`src/rtl/axis_sa_out_transpose_if.sv`:
```
// rtl/axis_sa_out_transpose_if.sv - valid/ready/data/last stream bundle for the output transpose stage
interface axis_sa_out_transpose_if #(
    parameter int W = 8
);
    logic         valid;
    logic         ready;
    logic [W-1:0] data;
    logic         last;

    modport master (output valid, output data, output last, input ready);
    modport slave  (input valid, input data, input last, output ready);
endinterface

```
`src/rtl/axis_sa_out_transpose.sv`:
```
// rtl/axis_sa_out_transpose.sv - column-beat to row-beat matrix reorder buffer
// AXIS_SA_OUT_DBUF_EN selects ping-pong banks; otherwise one bank with a FILL/DRAIN FSM.
module axis_sa_out_transpose #(
    parameter int R  = 8,
    parameter int C  = 4,
    parameter int WY = 15
) (
    input  logic clk,
    input  logic rst,
    axis_sa_out_transpose_if.slave  s,
    axis_sa_out_transpose_if.master m,
    output logic err
);
    localparam int WCW = (C > 1) ? $clog2(C) : 1;
    localparam int RCW = (R > 1) ? $clog2(R) : 1;
`ifdef AXIS_SA_OUT_DBUF_EN
    localparam int NB = 2;
`else
    localparam int NB = 1;
`endif

    logic [WY-1:0]   bank [NB][R][C];
    logic [WCW-1:0]  wc;
    logic [RCW-1:0]  rc;
    logic [WCW-1:0]  wcol;
    logic            s_fire;
    logic            m_fire;
    logic            wc_end;
    logic            close;
    logic            release_b;
    logic [C*WY-1:0] m_word;

    assign s_fire    = s.valid && s.ready;
    assign m_fire    = m.valid && m.ready;
    assign wc_end    = (wc == WCW'(C - 1));
    assign close     = s_fire && (wc_end || s.last);
    assign release_b = m_fire && (rc == RCW'(R - 1));
    // Input beat i carries column C-1-i, so the array's reverse order lands in natural slots.
    assign wcol      = WCW'(C - 1) - wc;

`ifdef AXIS_SA_OUT_DBUF_EN
    logic          wb;
    logic          rb;
    logic          up;
    logic [NB-1:0] full;

    assign s.ready = up && !full[wb];
    assign m.valid = full[rb];

    always_ff @(posedge clk) begin
        if (rst) begin
            wb   <= 1'b0;
            rb   <= 1'b0;
            up   <= 1'b0;
            full <= '0;
        end else begin
            up <= 1'b1;
            if (close) begin
                full[wb] <= 1'b1;
                wb       <= ~wb;
            end
            if (release_b) begin
                full[rb] <= 1'b0;
                rb       <= ~rb;
            end
        end
    end
`else
    localparam logic wb = 1'b0;
    localparam logic rb = 1'b0;

    typedef enum logic {FILL, DRAIN} state_t;
    state_t state;
    logic   ready_q;
    logic   valid_q;

    assign s.ready = ready_q;
    assign m.valid = valid_q;

    always_ff @(posedge clk) begin
        if (rst) begin
            state   <= FILL;
            ready_q <= 1'b0;
            valid_q <= 1'b0;
        end else begin
            case (state)
                FILL: begin
                    if (close) begin
                        state   <= DRAIN;
                        ready_q <= 1'b0;
                        valid_q <= 1'b1;
                    end else begin
                        ready_q <= 1'b1;
                    end
                end
                DRAIN: begin
                    if (release_b) begin
                        state   <= FILL;
                        ready_q <= 1'b1;
                        valid_q <= 1'b0;
                    end
                end
                default: state <= FILL;
            endcase
        end
    end
`endif

    // Released banks are zeroed so an early-closed matrix reads 0 in its unwritten columns.
    always_ff @(posedge clk) begin
        if (rst) begin
            wc  <= '0;
            rc  <= '0;
            err <= 1'b0;
            for (int b = 0; b < NB; b++)
                for (int r = 0; r < R; r++)
                    for (int c = 0; c < C; c++)
                        bank[b][r][c] <= '0;
        end else begin
            if (s_fire) begin
                for (int r = 0; r < R; r++)
                    bank[wb][r][wcol] <= s.data[r*WY +: WY];
                wc <= close ? '0 : wc + 1'b1;
                if (s.last != wc_end)
                    err <= 1'b1;
            end
            if (m_fire)
                rc <= release_b ? '0 : rc + 1'b1;
            if (release_b) begin
                for (int r = 0; r < R; r++)
                    for (int c = 0; c < C; c++)
                        bank[rb][r][c] <= '0;
            end
        end
    end

    always_comb begin
        m_word = '0;
        for (int c = 0; c < C; c++)
            m_word[c*WY +: WY] = bank[rb][rc][c];
    end

    assign m.data = m_word;
    assign m.last = (rc == RCW'(R - 1));
endmodule

```
`src/flat_wrapper.sv`:
```
// flat-port wrapper written by rule: the top's interface ports become plain ports
module axis_sa_out_transpose_flat 
#(
    parameter int R  = 8,
    parameter int C  = 4,
    parameter int WY = 15
)
  (clk, rst, err, s_valid, s_data, s_last, s_ready, m_valid, m_data, m_last, m_ready);
  axis_sa_out_transpose_if #(.W(R*WY)) s_i ();
  axis_sa_out_transpose_if #(.W(C*WY)) m_i ();
  input  logic clk;
  input  logic rst;
  output logic err;
  input wire logic [$bits(s_i.valid)-1:0] s_valid;
  input wire logic [$bits(s_i.data)-1:0] s_data;
  input wire logic [$bits(s_i.last)-1:0] s_last;
  output wire logic [$bits(s_i.ready)-1:0] s_ready;
  output wire logic [$bits(m_i.valid)-1:0] m_valid;
  output wire logic [$bits(m_i.data)-1:0] m_data;
  output wire logic [$bits(m_i.last)-1:0] m_last;
  input wire logic [$bits(m_i.ready)-1:0] m_ready;
  assign s_i.valid = s_valid;
  assign s_i.data = s_data;
  assign s_i.last = s_last;
  assign s_ready = s_i.ready;
  assign m_valid = m_i.valid;
  assign m_data = m_i.data;
  assign m_last = m_i.last;
  assign m_i.ready = m_ready;
  axis_sa_out_transpose #(.R(R), .C(C), .WY(WY)) u_core (.clk(clk), .rst(rst), .s(s_i), .m(m_i), .err(err));
endmodule
```
`config.mk`:
```
export PLATFORM = sky130hd
export DESIGN_NAME = axis_sa_out_transpose_flat
export DESIGN_NICKNAME = d
export VERILOG_FILES = /design/src/rtl/axis_sa_out_transpose_if.sv /design/src/rtl/axis_sa_out_transpose.sv /design/src/flat_wrapper.sv
export SDC_FILE = /design/constraint.sdc
export NUM_CORES = 1
export LEC_CHECK = 0
export CORE_MARGIN = 3
export CORE_UTILIZATION = 62
export CTS_BUF_LIST = sky130_fd_sc_hd__clkbuf_16
export DETAILED_ROUTE_END_ITERATION = 8
export MAX_ROUTING_LAYER = met4
export PLACE_DENSITY = 0.9
export SKIP_LAST_GASP = 1
export SLEW_MARGIN = 15
export SYNTH_ARGS = -nofsm -noshare
export SYNTH_HDL_FRONTEND = slang
export SYNTH_SLANG_ARGS = --single-unit
```
`constraint.sdc`:
```
create_clock -name clk -period 4.95 [get_ports clk]
set_input_delay 1.2375 -clock clk [delete_from_list [all_inputs] [get_ports clk]]
set_output_delay 1.2375 -clock clk [all_outputs]
set_load 0.05 [all_outputs]
```
==> run metrics, run 1 <==
Synth cell types=27; Iter 0 DRT Violations=1580; Final ANT Viol Nets=0; Tcrit/Tclk final=0.880; Synth top area share=0.534; CP Launch Type=flop; commonest cells in the netlist=360 x edfxtp_1, 138 x nand2_1, 129 x dfxtp_1; Clock Latency Late Sink=0.56 ns; drt pass-1 iters=5; Starting Density=0.635; clk root buf=clkbuf_16; Final Critical Period=4.36 ns; Slew Limit Fails=0; Max Cap Viol=0; top-count cell post-synth=edfxtp_1; cts bufs inserted=48; global-route wire length before repair=83.8 mm; cts hold-fix bufs=0; origin of the critical flop-to-flop path=u_core.rc[2]; Post-Route WL=56.3 mm; Synth area leader=edfxtp_1; Pwr Total=8900 uW; Post-synth EDFFs=360; CTS Sinks=489; IO buf count=188; main combinational cell family by area after synthesis=multiplexers; post-synthesis adder-cell area fraction=0.00433; crit path to=m_data[51]; final setup margin=0.593 ns; Vias/cell=6.65; Worst Setup SP=u_core.rc[1]; post-CTS sizing=0; cell area after synthesis=20200 sq um; Leak=0.00829 uW; drt drc=0; via count of the first global-routing pass=13400; number of nets in the layout=1605; total grt overflow=0; Reg2Reg Setup Slack=1.65 ns; Seq/Total Area, Yosys=0.662; Final Hold Fails=0; aggregate global-route resource usage=0.331; layout cells sized above 1=0.194; htree depth=2; post-synthesis mux area share=0.167; die height=187 microns; Syn-to-layout area delta=19.0%; Clock transition at path regs=0.06 ns; GP Congestion=0.852; Synth area leaders=edfxtp_1 53%, mux4_2 13%, dfxtp_1 13%; core region area=31900 sq um; worst min path class=reg -> reg; Setup crit end kind=primary output; clock buffer depth=3; crit path kind=reg -> out; max_slew headroom=0.258; PwrDens=370 nW/um^2; simple-gate portion of the synthesized area=0.111; die area=34800 sq um; FF-to-FF End=u_core.bank[0][303]; Boundary Pins=189; HPWL Detailed=34.5 mm; DR vias=13000; TritonCTS clock tree=built; Mapped Nets=1430; unrepaired setup endpoints after global routing=no; Synth Area in Compound Gates=0.0323; Fmax=230 MHz; Row Count=65; Post-CTS Setup Repair Bufs=0; initial antenna violation count=5; Setup-failing EPs final=0; pre-CTS WS=1.13 ns; actual slew at the worst max-slew pin=1.11 ns; top_reg_cell synth=edfxtp_1; Req. time, crit path=3.71 ns; VDD IR max=0.000316 V; die width=187 microns; syn avg cell area=15.6 sq um; Setup TNS=0 ns; largest net degree at the start of global routing=106; crit path max fanout=47; synthesized flop and latch total=489; Register-to-Register Path Depth=6; DR WL/cell=28.8 microns; Synth Instances=1298; Ys Warns=0; post-synthesis async set-or-reset flop share=0; Synth Area in XOR/XNOR=0.000433; WP data arrival=3.12 ns; Max Clock Skew=0.0132 ns; status=finished, final reports clean
[worst min-delay path by stage]
stage,from,end,slack (ns),cells past startpoint
floorplan,u_core.bank[0][100],u_core.bank[0][100],0.46,2
global placement,u_core.err,u_core.err,0.46,2
detailed placement,u_core.err,u_core.err,0.47,2
CTS,u_core.bank[0][19],u_core.bank[0][19],0.49,2
global route,u_core.bank[0][19],u_core.bank[0][19],0.50,2
finish,u_core.bank[0][19],u_core.bank[0][19],0.49,2
[power by group]
group	switching [uW]	leakage, uW	internal [uW]
clock	1520	0.000792	1960
combinational	444	0.00273	327
sequential	65.1	0.00477	4580
[cell type report]
cell class	instances	area (sq um)
flip-flops and latches	489	13400
fillers	1779	7790
multi-input cells	702	6390
repair buffers	226	2210
clock buffers	51	1280
well taps	435	544
clock inverters	39	225
inverters	6	22.5
diodes	5	12.5
[flip-flops by register name, indices dropped and copies added, names as in the netlist]
register	flops
u_core.err	1
u_core.wc	2
u_core.rc	3
u_core.state	1
u_core.bank	480
u_core.m.valid	1
u_core.s.ready	1
[per-stage QoR]
step	cell area, sq um	hold WS [ns]	std cells	utilization
final	24100	0.487	1953	0.755
after global placement	22600	0.461	1858	0.708
after detailed placement	22600	0.466	1858	0.708
after floorplan	20200	0.460	1298	-
after global routing	24100	0.496	1953	0.755
after CTS	24100	0.488	1948	0.755
[routing by layer]
metal	global-route usage	vias to the layer above	share of wire
li1	-	5286	-
met5	-	-	0
met2	0.541	988	0.51
met4	0.164	0	0.052
met3	0.0635	218	0.10
met1	0.401	6498	0.34
[critical path, cell delays in order, from the launching register on]
cell and delay [ns]:
dfxtp_4 0.70, buf_12 0.35, mux4_2 0.42, mux2_2 0.33, clkdlybuf4s50_1 0.71
[cells in the final DEF, fill, tap and decap left out, drive strengths merged]
| cell | instances |
|---|---|
| clkinvlp | 1 |
| nand3b | 120 |
| nand4 | 2 |
| clkdlybuf4s50 | 187 |
| mux2 | 60 |
| nand3 | 3 |
| mux4 | 120 |
| edfxtp | 360 |
| inv | 23 |
| ha | 7 |
| clkinv | 19 |
| nor4bb | 1 |
| nor2 | 4 |
| diode | 5 |
| a311oi | 1 |
| nand2 | 138 |
| xor2 | 1 |
| buf | 39 |
| bufinv | 2 |
| and4b | 5 |
| a21oi | 125 |
| a31oi | 2 |
| clkbuf | 51 |
| and2 | 105 |
| nor4 | 2 |
| dfxtp | 129 |
| nand2b | 1 |
| nand4b | 4 |
| o22ai | 1 |
[cells by family (layout without fill, tap and decap cells)]
group                      Yosys count  count (layout)
xor gates and xnor gates             1               1
muxes                              180             180
AOI/OAI and AO/OA                  129             129
adders and majority gates            7               7
buffers and inverters              107             322
other                                0               5
DFF                                489             489
and+or+nand+nor                    385             385
Note: power is estimated with default switching activity, not from simulation.
==> run 2, diff against run 1 <==
--- a/config.mk
+++ b/config.mk
@@ -5,6 +5,7 @@
 export SDC_FILE = /design/constraint.sdc
 export NUM_CORES = 1
 export LEC_CHECK = 0
+export CORE_ASPECT_RATIO = 1.1
 export CORE_MARGIN = 3
 export CORE_UTILIZATION = 62
 export CTS_BUF_LIST = sky130_fd_sc_hd__clkbuf_16
==> run 2 against run 1 <==
Power increased by 0.63%; critical path type unchanged; maximum frequency decreased by 3.0%; critical endpoint is now m_data[36]; largest power group unchanged; die area about the same; routed wire length increased by 1.1%; non-clock buffer count increased by 2; global-route usage increased by 0.88 points; register-to-register slack got worse by 0.18 ns; combinational power about the same; clock power increased by 1%.
==> run metrics, run 2 (synthesized netlist as in run 1, its figures left out) <==
origin of the critical flop-to-flop path=u_core.rc[1]; drt drc=0 (unchanged); Post-Route WL=56.9 mm (+1.1%); layout cells sized above 1=0.197 (+0.00370); final std cells w/o fill=1935 (-0.92%); status=finished, final reports clean; DR WL/cell=29.4 microns (+2.0%); clk root buf=clkbuf_16; crit path max fanout=20 (-57%); Leak=0.00831 uW (+0.24%); aggregate global-route resource usage=0.340 (+0.00880); Max Cap Viol=0 (unchanged); Starting Density=0.638 (+0.00290); VDD IR max=0.000374 V (+18%); Pwr Total=8960 uW (+0.63%); crit path to=m_data[36]; max reg flops=480 (unchanged); cts hold-fix bufs=0 (unchanged); drt pass-1 iters=5 (unchanged); gr busiest metal=met2; total grt overflow=0 (unchanged); number of nets in the layout=1605 (unchanged); sequential share of power=0.520 (-0.002); Psw=2020 uW (-0.49%); via count of the first global-routing pass=13300 (-1.4%); crit path kind=reg -> out; DR vias=13000 (+0.44%); Setup TNS=0 ns (unchanged); htree depth=2 (unchanged); Final Critical Period=4.49 ns (+0.136 ns); Iter 0 DRT Violations=1662 (+5.2%); Vias/cell=6.74 (+1.4%); die width=178 microns (-4.5%); commonest non-fill, non-tap cell in the layout=edfxtp_1; CTS Sinks=489 (unchanged); max_slew headroom=0.378 (+0.119); Post-CTS Setup Repair Bufs=0 (unchanged); GP Congestion=0.906 (+6.3%); Req. time, crit path=3.71 ns (about the same); Row Count=68 (+4.6%); met3 Resource Use GR=0.0510 (-0.0125); clock buffer depth=3 (unchanged); Gate power share=0.086 (about the same); Clock transition at path regs=0.06 ns (about the same); PwrDens=371 nW/um^2 (+0.36%); Boundary Pins=189 (unchanged); Switching Share=0.226 (-0.00254); Final Hold Fails=0 (unchanged); Reg2Reg Setup Slack=1.47 ns (-0.18 ns); Top reg by flops=u_core.bank; grt met1 use=0.415 (+0.0141); Max Clock Skew=0.0185 ns (+0.00528 ns); biggest regs=u_core.bank (480), u_core.rc (3), u_core.wc (2); worst min path class=reg -> reg; cts bufs inserted=46 (-4.2%); Final ANT Viol Nets=0 (unchanged); core region area=31700 sq um (-0.46%); Fmax=223 MHz (-3.0%); die height=195 microns (+4.7%); CP max-delay cell=clkdlybuf4s50_1; initial antenna violation count=5 (unchanged); Setup-failing EPs final=0 (unchanged); most frequent cells in the layout=360 x edfxtp_1, 187 x clkdlybuf4s50_1, 134 x nand2_1, 126 x dfxtp_1, 125 x a21oi_1; Post-Place Cells=1845 (-0.70%); actual slew at the worst max-slew pin=0.934 ns (-0.174 ns); cell internal pwr=6940 uW (+0.96%); FF-to-FF End=u_core.bank[0][51]; HPWL Detailed=36.0 mm (+4.4%); die area=34800 sq um (about the same); Register-to-Register Path Depth=6 (unchanged); Slew Limit Fails=0 (unchanged); unrepaired setup endpoints after global routing=no; Clk pwr share=0.394 (+0.003); M2 GR Usage=0.558 (+0.0168); Setup crit end kind=primary output; Syn-to-layout area delta=19.4%; WP data arrival=3.25 ns (+0.13 ns); CP max stage delay=0.71 ns (about the same); largest net degree at the start of global routing=106 (unchanged); critical-path cell list=buf_4, mux4_2, mux2_2, clkdlybuf4s50_1; post-CTS sizing=0 (unchanged); IO buf count=188 (unchanged); global-route wire length before repair=84.1 mm (+0.35%); CP Launch Type=flop; Worst Setup SP=u_core.rc[0]; Tcrit/Tclk final=0.908 (+0.0274); Clock Latency Late Sink=0.55 ns (about the same); TritonCTS clock tree=built
==> run 2: worst min-delay path by stage <==
| stage | from | end | slack (ns) | depth (start not counted) |
|---|---|---|---|---|
| 6_report | u_core.err | u_core.err | 0.47 | 2 |
| 5_1_grt | u_core.bank[0][92] | u_core.bank[0][92] | 0.51 | 2 |
| 4_1_cts | u_core.err | u_core.err | 0.48 | 2 |
| 3_5_place_dp | u_core.err | u_core.err | 0.47 | 2 |
| 3_3_place_gp | u_core.err | u_core.err | 0.45 | 2 |
| 2_1_floorplan | u_core.bank[0][100] | u_core.bank[0][100] | 0.46 | 2 |
==> run 2: worst max-delay path: cells and delay by family (launching register included) <==
kind / cells / cell delay (ns)
mux: 2 / 0.87
flops: 1 / 0.63
buf+inv: 2 / 1.16
==> run 2: final cells by class <==
type	instances	area [sq um]
inverter	6	22.5
antenna	5	12.5
timing repair buffer	228	2290
fill	1698	7580
sequential	489	13400
clock inverter	37	307
multi-input combinational	702	6390
clock buffer	48	1200
tap	420	526
==> run 2: power by group through the flow <==
| stage | Clock [uW] | Sequential [uW] | Combinational (uW) |
|---|---|---|---|
| after floorplan | 0 | 4710 | 427 |
| after global placement | 0 | 4720 | 745 |
| after detailed placement | 0 | 4740 | 758 |
| after CTS | 3540 | 4650 | 767 |
| after global routing | 3700 | 4670 | 799 |
| final | 3530 | 4660 | 771 |
==> run 2: stage by stage <==
stage / cell area (sq um) / hold WS [ns] / setup slack [ns] / util
2_1_floorplan: 20200 / 0.460 / 1.18 / -
3_3_place_gp: 22600 / 0.454 / 1.05 / 0.713
3_5_place_dp: 22600 / 0.467 / 1.03 / 0.713
4_1_cts: 24100 / 0.480 / 0.429 / 0.761
5_1_grt: 24200 / 0.512 / 0.341 / 0.761
6_report: 24200 / 0.475 / 0.458 / 0.761
==> run 2: metal layers <==
metal / up-vias / wire length [microns]
li1: 5301 / -
met3: 215 / 5790
met2: 1058 / 29000
met1: 6473 / 18600
met5: - / 0
met4: 0 / 3560
==> run 3, diff against run 2 <==
--- a/config.mk
+++ b/config.mk
@@ -9,6 +9,7 @@
 export CORE_MARGIN = 3
 export CORE_UTILIZATION = 62
 export CTS_BUF_LIST = sky130_fd_sc_hd__clkbuf_16
+export CTS_CLUSTER_SIZE = 12
 export DETAILED_ROUTE_END_ITERATION = 8
 export MAX_ROUTING_LAYER = met4
 export PLACE_DENSITY = 0.9
==> run 3 against run 2 <==
Via count about the same; critical path depth unchanged; die area unchanged; register-to-register slack about the same; utilization decreased by 0.34 points; final cell count increased by 0.36%; sequential power about the same; routed wire length increased by 2.2%; critical endpoint is now m_data[22]; power decreased by 2.8%; critical path type unchanged; highest routed layer unchanged; worst setup slack got worse by 0.057 ns; flip-flop and latch count unchanged; clock-buffer cell count increased by 1; largest power group unchanged.
==> run metrics, run 3 (synthesized netlist as in run 1, its figures left out) <==
Slew Limit Fails=0 (unchanged); final setup margin=0.401 ns (-0.0571 ns); TritonCTS clock tree=built; Leak=0.00832 uW (about the same); WP data arrival=3.31 ns (+0.06 ns); Vias/cell=6.72 (-0.35%); PwrDens=362 nW/um^2 (-2.3%); status=finished, final reports clean; VDD IR max=0.000375 V (+0.17%); Row Count=68 (unchanged); actual slew at the worst max-slew pin=0.951 ns (+0.0178 ns); Final Hold Fails=0 (unchanged); most frequent cells in the layout=360 x edfxtp_1, 187 x clkdlybuf4s50_1, 134 x nand2_1, 126 x dfxtp_1, 125 x a21oi_1; met3 Resource Use GR=0.0546 (+0.00370); worst min path class=reg -> reg; post-CTS sizing=0 (unchanged); multi-input logic area=6390 sq um (unchanged); largest net degree at the start of global routing=106 (unchanged); DR vias=13000 (+0.0077%); HPWL Detailed=36.0 mm (unchanged); worst hold margin=0.473 ns (-0.00172 ns); GP Congestion=0.906 (unchanged); number of nets in the layout=1607 (+0.12%); Fill cells=1697 (-0.059%); aggregate global-route resource usage=0.348 (+0.00786); cts bufs inserted=48 (+4.3%); core region area=31700 sq um (unchanged); Tcrit/Tclk final=0.919 (+0.0115); crit path kind=reg -> out; cts hold-fix bufs=0 (unchanged); Req. time, crit path=3.71 ns (about the same); CTS Sinks=489 (unchanged); Setup TNS=0 ns (unchanged); global-route wire length before repair=86.0 mm (+2.3%); Syn-to-layout area delta=18.8%; IO buf count=188 (unchanged); initial antenna violation count=7 (+2); DR WL/cell=30.0 microns (+1.8%); die width=178 microns (unchanged); Setup crit end kind=primary output; final std cells w/o fill=1942 (+0.36%); die area=34800 sq um (unchanged); pre-CTS WS=1.03 ns (unchanged); Post-Place Cells=1845 (unchanged); die height=195 microns (unchanged); gr busiest metal=met2; Reg area=13400 sq um (unchanged); Post-Place Cell Area=22600 sq um (unchanged); total grt overflow=0 (unchanged); drt drc=0 (unchanged); Boundary Pins=189 (unchanged); clock buffer depth=3 (unchanged); clk root buf=clkbuf_16; Post-Route WL=58.2 mm (+2.2%); drt pass-1 iters=5 (unchanged); post-route design area=24000 sq um (-0.45%); Clock transition at path regs=0.06 ns (about the same); via count of the first global-routing pass=13400 (+1.2%); crit path max fanout=20 (unchanged); Iter 0 DRT Violations=1698 (+2.2%); commonest non-fill, non-tap cell in the layout=edfxtp_1; biggest regs=u_core.bank (480), u_core.rc (3), u_core.wc (2); Top reg by flops=u_core.bank; unrepaired setup endpoints after global routing=no; Max Cap Viol=0 (unchanged); Max Clock Skew=0.0192 ns (+0.000709 ns); CP Launch Type=flop; max reg flops=480 (unchanged); max_slew headroom=0.363 (-0.0148); Setup-failing EPs final=0 (unchanged); Post-CTS Setup Repair Bufs=0 (unchanged); grt met1 use=0.430 (+0.0150); Starting Density=0.638 (unchanged); layout cells sized above 1=0.188 (-0.00923); Clock Latency Late Sink=0.57 ns (+0.02 ns); Final Critical Period=4.55 ns (+0.0571 ns); Fmax=220 MHz (-1.3%); M2 GR Usage=0.564 (+0.00693); Final ANT Viol Nets=0 (unchanged); htree depth=2 (unchanged)
[run 3: cell types whose count changed in the layout (fill, tap and decap cells not counted), sizes merged]
cell / before / now
clkinv: 17 / 7
clkbuf: 48 / 49
inv: 20 / 39
diode: 5 / 7
bufinv: 5 / 0
[run 3: per-layer routing]
layer	wire [microns]	vias up
li1	-	5300
met1	19300	6532
met2	29600	1002
met3	5880	214
met4	3360	0
met5	0	-
[run 3: layout make-up]
type,count,share of cell area
Sequential cell,489,0.557
Multi-Input combinational cell,702,0.266
Clock inverter,41,0.00703
Timing Repair Buffer,228,0.0952
Inverter,6,0.000937
Tap cell,420,0.0219
Clock buffer,49,0.0510
Antenna cell,7,0.000729
[run 3: worst paths after layout]
path | from | slack, ns | depth (start not counted) | end
max | u_core.rc[0] | 0.40 | 4 | m_data[22]
min | u_core.err | 0.47 | 2 | u_core.err
max reg2reg | u_core.rc[1] | 1.46 | 6 | u_core.bank[0][98]
min reg2reg | u_core.err | 0.47 | 2 | u_core.err
[run 3: metrics by stage]
stage               power, uW  utilization
floorplan                5140            -
global placement         5460        0.713
detailed placement       5490        0.713
CTS                      8710        0.757
global route             8910        0.758
finish                   8710        0.758
[run 3: where the power goes]
group | switching [uW] | total, uW | internal, uW
registers | 72.5 | 4660 | 4590
clock network | 1500 | 3280 | 1780
logic | 443 | 775 | 332
[run 3: worst max-delay path: stages, from the launching register on]
cell and delay (ns):
dfxtp_4 0.63, buf_4 0.47, mux4_2 0.59, mux2_2 0.32, clkdlybuf4s50_1 0.72
